[src/rtl/spu_issue_scheduler.sv]
// In-order dual-issue scheduler: routes a held instruction pair to the even/odd pipes behind a latency-countdown scoreboard.
// Optional macro SPU_SCHED_PERF_CNT_EN adds saturating dual/single/stall performance counters.
module spu_issue_scheduler #(
    parameter int NREG   = 128,
    parameter int LAT_W  = 3,
    parameter int SLOT_W = 37
) (
    input  logic              clk,
    input  logic              reset,
    input  logic              pair_valid_i,
    output logic              pair_ready_o,
    input  logic [SLOT_W-1:0] slot1_i,
    input  logic [SLOT_W-1:0] slot2_i,
    input  logic              flush_i,
    output logic              even_issue_o,
    output logic [SLOT_W-1:0] even_inst_o,
    output logic              odd_issue_o,
    output logic [SLOT_W-1:0] odd_inst_o,
    output logic              stall_o
`ifdef SPU_SCHED_PERF_CNT_EN
    ,
    output logic [31:0]       perf_dual_o,
    output logic [31:0]       perf_single_o,
    output logic [31:0]       perf_stall_o
`endif
);

    localparam int RW = $clog2(NREG);

    typedef enum logic [1:0] {IDLE, PAIR, SECOND} stateT;

    stateT             stateQ, stateD;
    logic [SLOT_W-1:0] slot1Q, slot2Q;
    logic [LAT_W-1:0]  cntQ [NREG];
    logic [NREG-1:0]   busy;

    logic s1Issue, s2Issue, complete;
    logic s1Free, s2Free, intraRaw, intraWaw;

    // Descriptor: v[36] pipe[35] we[34] lat[33:31] rt[30:24] ra_use[23] ra[22:16] rb_use[15] rb[14:8] rc_use[7] rc[6:0]
    function automatic logic srcFree(input logic [SLOT_W-1:0] s, input logic [NREG-1:0] b);
        return !(s[23] && b[s[22:16]]) && !(s[15] && b[s[14:8]]) && !(s[7] && b[s[6:0]]);
    endfunction

    function automatic logic readsReg(input logic [SLOT_W-1:0] s, input logic [RW-1:0] r);
        return (s[23] && s[22:16] == r) || (s[15] && s[14:8] == r) || (s[7] && s[6:0] == r);
    endfunction

    always_comb begin
        for (int r = 0; r < NREG; r++) busy[r] = (cntQ[r] != '0);
    end

    assign s1Free   = srcFree(slot1Q, busy);
    assign s2Free   = srcFree(slot2Q, busy);
    assign intraRaw = slot1Q[34] && readsReg(slot2Q, slot1Q[30:24]);
    assign intraWaw = slot1Q[34] && slot2Q[34] && (slot1Q[30:24] == slot2Q[30:24]);

    always_ff @(posedge clk) begin
        if (reset) stateQ <= IDLE;
        else       stateQ <= stateD;
    end

    always_comb begin
        s1Issue  = 1'b0;
        s2Issue  = 1'b0;
        complete = 1'b0;
        stateD   = stateQ;
        case (stateQ)
            PAIR: begin
                // An invalid slot counts as already issued; slot1 blocks slot2 in order.
                if (!slot1Q[36] || s1Free) begin
                    s1Issue  = slot1Q[36];
                    s2Issue  = slot2Q[36] && s2Free &&
                               (!slot1Q[36] || ((slot1Q[35] != slot2Q[35]) && !intraRaw && !intraWaw));
                    complete = s2Issue || !slot2Q[36];
                    if (!complete) stateD = SECOND;
                end
            end
            SECOND: begin
                if (!slot2Q[36] || s2Free) begin
                    s2Issue  = slot2Q[36];
                    complete = 1'b1;
                end
            end
            default: ;
        endcase
        if (flush_i) begin
            s1Issue  = 1'b0;
            s2Issue  = 1'b0;
            complete = 1'b0;
        end
        pair_ready_o = !flush_i && ((stateQ == IDLE) || complete);
        if (complete) stateD = IDLE;
        if (pair_ready_o && pair_valid_i) stateD = PAIR;
        if (flush_i) stateD = IDLE;
    end

    always_comb begin
        even_issue_o = (s1Issue && !slot1Q[35]) || (s2Issue && !slot2Q[35]);
        odd_issue_o  = (s1Issue && slot1Q[35]) || (s2Issue && slot2Q[35]);
        even_inst_o  = '0;
        odd_inst_o   = '0;
        if (s1Issue && !slot1Q[35]) even_inst_o = slot1Q;
        else if (s2Issue && !slot2Q[35]) even_inst_o = slot2Q;
        if (s1Issue && slot1Q[35]) odd_inst_o = slot1Q;
        else if (s2Issue && slot2Q[35]) odd_inst_o = slot2Q;
        stall_o = (stateQ != IDLE) && !(s1Issue || s2Issue);
    end

    always_ff @(posedge clk) begin
        if (reset) begin
            slot1Q <= '0;
            slot2Q <= '0;
        end else if (flush_i) begin
            slot1Q <= '0;
            slot2Q <= '0;
        end else if (pair_valid_i && pair_ready_o) begin
            slot1Q <= slot1_i;
            slot2Q <= slot2_i;
        end
    end

    // Slot2 load wins by position; both loading the same rt is excluded by the WAW rule.
    always_ff @(posedge clk) begin
        for (int r = 0; r < NREG; r++) begin
            if (reset)
                cntQ[r] <= '0;
            else if (s2Issue && slot2Q[34] && slot2Q[30:24] == RW'(r))
                cntQ[r] <= slot2Q[33:31];
            else if (s1Issue && slot1Q[34] && slot1Q[30:24] == RW'(r))
                cntQ[r] <= slot1Q[33:31];
            else if (cntQ[r] != '0)
                cntQ[r] <= cntQ[r] - LAT_W'(1);
        end
    end

`ifdef SPU_SCHED_PERF_CNT_EN
    always_ff @(posedge clk) begin
        if (reset) begin
            perf_dual_o   <= '0;
            perf_single_o <= '0;
            perf_stall_o  <= '0;
        end else begin
            if (even_issue_o && odd_issue_o && perf_dual_o != '1)
                perf_dual_o <= perf_dual_o + 32'd1;
            if ((even_issue_o ^ odd_issue_o) && perf_single_o != '1)
                perf_single_o <= perf_single_o + 32'd1;
            if (stall_o && perf_stall_o != '1)
                perf_stall_o <= perf_stall_o + 32'd1;
        end
    end
`endif

endmodule

[config.mk]
export PLATFORM = sky130hd
export DESIGN_NAME = spu_issue_scheduler
export DESIGN_NICKNAME = d
export VERILOG_FILES = /design/src/rtl/spu_issue_scheduler.sv
export SDC_FILE = /design/constraint.sdc
export NUM_CORES = 2
export LEC_CHECK = 0
export CELL_PAD_IN_SITES_DETAIL_PLACEMENT = 0
export CELL_PAD_IN_SITES_GLOBAL_PLACEMENT = 1
export CORE_MARGIN = 2
export CORE_UTILIZATION = 53
export CTS_CLUSTER_DIAMETER = 80
export CTS_CLUSTER_SIZE = 10
export DETAILED_ROUTE_END_ITERATION = 10
export GPL_ROUTABILITY_DRIVEN = 1
export PLACE_DENSITY = 0.9
export REMOVE_ABC_BUFFERS = 1
export SYNTH_ARGS = -nofsm -noshare
export SYNTH_HDL_FRONTEND = slang
export SYNTH_SLANG_ARGS = --single-unit
[constraint.sdc]
create_clock -name clk -period 9.4 [get_ports clk]
set_input_delay 1.41 -clock clk [delete_from_list [all_inputs] [get_ports clk]]
set_output_delay 1.41 -clock clk [all_outputs]
set_load 0.02 [all_outputs]
==> metrics.txt <==
status finished, final reports clean; dpl hpwl between 100000 and 150000 um; Final ANT Viol Nets 0; Post-synth EDFFs approximately 380; DR vias/cell about 7; PwrDens approximately 240 nW/um^2; Async S/R FF share, synth 0; endpoints failing setup 0; Worst EP required 7990 ps; io pins 156; Die X 284.2 um; Slowest-stage cell, CP a22o_1; Global Route Usage Sum 0.3740; DR iter-0 viols about 5800; Worst-path clk slew about 70 ps; WL final between 150000 and 200000 um; top cell type's share of synthesized area 0.2770; dpl cells 5317; CTS max path bufs 3; port bufs around 150; Final Worst Setup Slack around 1300 ps; total power around 11 mW; Max-slew headroom 0.1328; CP Capture Type primary output; YS warnings 0; vias after detailed routing around 39000; Clock Skew roughly 25 ps; R2R depth 13; share of layout cells above drive strength 1 0.1266; initial core utilization 0.5364; critical path arrival 6710 ps; Crit path largest cell delay 950 ps; CP Launch Type flop; hold crit path type reg -> reg; # rows slightly above 100; fmax between 100 and 150 MHz; Post-CTS Resized 0; crit path kind reg -> out; Synth Cell Area approximately 42000 um^2; Switching Fraction 0.3876; H-tree depth 2; Synth-to-Final Area Change 7.948%; cell internal pwr 6.621 mW; postcts setup bufs 0; minimum clock period slightly above 8000 ps; crit-path leading delay family compound AO/OA/AOI/OAI gates; total congestion overflow 0; Leak between 10 and 15 nW; die area 80790 um^2; largest net degree at the start of global routing 198; syn_area_per_cell around 9.4 um^2; TritonCTS Buffers 53; clock network power share 0.179; setup TNS 0 ps; dpl ws between 2000 and 2500 ps; Seq pwr share 0.327; peak supply drop 0.1156 mV; Routed WL per cell around 29 um; Max Cap Viol 0; Synth Register Bits 460; Switching Power about 4.2 mW; worst-margin pin slew roughly 1300 ps; post-synth top area cell edfxtp_1; Post-Synthesis Cells approximately 4400; Yosys cell types 90; total core area ~78000 um^2; Clock Tree Root clkbuf_16; TritonCTS clock tree done; non-filler instance count after layout 5398; Sinks on Clock Net 460; DRT Pass-1 Iters 9; critical-path maximum fanout 35; hold_buf cts 0; Stages on worst setup path 13; crit path buf inv count 3; first-pass GRT wire length between 200000 and 250000 um; Residual DRC 0; gp weighted congestion 1.065; Skew-Pair Late Insertion Delay ~650 ps; Layout fillers ~6800; Final Max Slew Viols 0; CP Cell Sequence buf_4, mux4_1, mux4_2, o22ai_1, or4b_2, o2111a_1, a211oi_4, a22o_1, nand2_1, nor4bb_4, buf_4, a22o_1, clkdlybuf4s50_1; Hold Fails Final Rpt 0; initial antenna violation count 4; Gate power share 0.494; die height between 200 and 300 um; cells taking the most area after synthesis edfxtp_1, mux4_2, mux2i_1; hold depth 2; vias in the first global route around 36000; ys flop type edfxtp_1; register area share after synthesis 0.3136; RSZ-0062 raised after global routing no; final worst-path cycle share 0.8643; Final nets roughly 4700
-- power groups by stage --
stage | Sequential, mW | Combinational [mW] | Clock, mW
floorplan | 3.51 | 3.62 | 0
global placement | 3.54 | 4.91 | 0
detailed placement | 3.57 | 5.09 | 0
CTS | 3.53 | 5.12 | 1.94
global route | 3.61 | 5.75 | 2.00
finish | 3.54 | 5.34 | 1.94
-- synth_stat cells (17+ instances only) --
library cell and count:
nor2_1 522, a22o_1 73, nand2_1 258, dfxtp_1 76, mux4_2 196, or4b_2 47, a31oi_1 25, o22ai_1 341
a21oi_1 97, xnor2_1 28, or4_1 94, edfxtp_1 384, nand4_1 60, nor3_1 89, inv_1 404, nor2b_1 29
nand3_1 149, o31ai_1 41, nor3_2 50, buf_1 45, buf_2 77, mux2_2 23, mux2i_1 385, nand3b_1 17
ha_1 259, or3_1 18, o21ai_0 95, o2bb2ai_1 27, a211oi_1 34, clkbuf_1 263
-- worst register-to-register path, cell delays in order, from the launching register on --
cell,delay [ps]
dfxtp_2,500
buf_4,600
mux4_2,670
mux4_2,560
and3_1,220
a311oi_1,830
and4_1,440
nor3_4,90
buf_4,280
inv_2,580
buf_4,560
nor4b_2,170
a221oi_1,650
nand2_1,220
-- cells by family after synthesis --
logic type,after synthesis,synth area share
AOI/OAI and AO/OA,815,0.1301
xor gates and xnor gates,29,0.006102
adders and majority gates,259,0.07786
buffers and inverters,818,0.08086
DFF,460,0.3136
muxes,620,0.2105
other,1,0.00009010
and+or+nand+nor,1447,0.1809
-- state kept, by name, summed over array words and instances (netlist names) --
register,flops
cntQ,384
stateQ,2
slot1Q,37
slot2Q,37
-- final cells by class --
| type | count | area (um^2) | share of cell area |
|---|---|---|---|
| diodes | 4 | 10.01 | 0.0002228 |
| clock buffers | 72 | 1429 | 0.03180 |
| clock inverters | 5 | 57.56 | 0.001281 |
| inverters | 406 | 1525 | 0.03395 |
| multi-input cells | 3171 | 25320 | 0.5635 |
| flip-flops and latches | 460 | 13080 | 0.2911 |
| well taps | 1040 | 1301 | 0.02896 |
| repair buffers | 240 | 2212 | 0.04923 |
-- metrics by stage --
stage / cell area (um^2) / hold WS (ps) / utilization
floorplan: 39780 / 466.8 / -
global placement: 43430 / 495.8 / 0.5598
detailed placement: 43430 / 497.3 / 0.5598
CTS: 44920 / 506.8 / 0.5789
global route: 44920 / 559.1 / 0.5789
finish: 44930 / 516.7 / 0.5790
-- final timing paths --
kind | startpoint | end | slack (ps)
max | slot1Q[1]$_SDFFE_PP0P_ | odd_inst_o[4] | 1280
min | slot1Q[36]$_SDFFE_PP0P_ | slot1Q[36]$_SDFFE_PP0P_ | 520
max reg2reg | slot2Q[17]$_SDFFE_PP0P_ | cntQ[0][132]$_DFFE_PP_ | 2740
min reg2reg | slot1Q[36]$_SDFFE_PP0P_ | slot1Q[36]$_SDFFE_PP0P_ | 520
-- placed cells by master, fill, tap and decap left out, types with 25 or more instances in the layout --
cell type,Yosys,final
a211oi_1,34,34
or4b_2,47,47
clkdlybuf4s50_1,0,152
nand2_1,258,255
inv_1,404,402
nand3_1,149,146
edfxtp_1,384,384
a31oi_1,25,25
mux4_2,196,196
nand4_1,60,60
ha_1,259,259
nor2_1,522,519
nor3_2,50,49
o21ai_0,95,95
dfxtp_1,76,62
o31ai_1,41,41
nor2b_1,29,28
or4_1,94,94
o22ai_1,341,341
xnor2_1,28,28
a21oi_1,97,97
a22o_1,73,73
mux2i_1,385,385
o2bb2ai_1,27,27
clkbuf_16,0,54
buf_4,8,84
nor3_1,89,88
-- routing by layer --
metal	vias up	track usage	part of all wire
li1	16460	-	-
met1	18430	0.4799	0.36
met2	2944	0.5486	0.42
met3	712	0.1191	0.15
met4	0	0.2301	0.073
met5	-	0	0
Note: power is estimated with default switching activity, not from simulation.
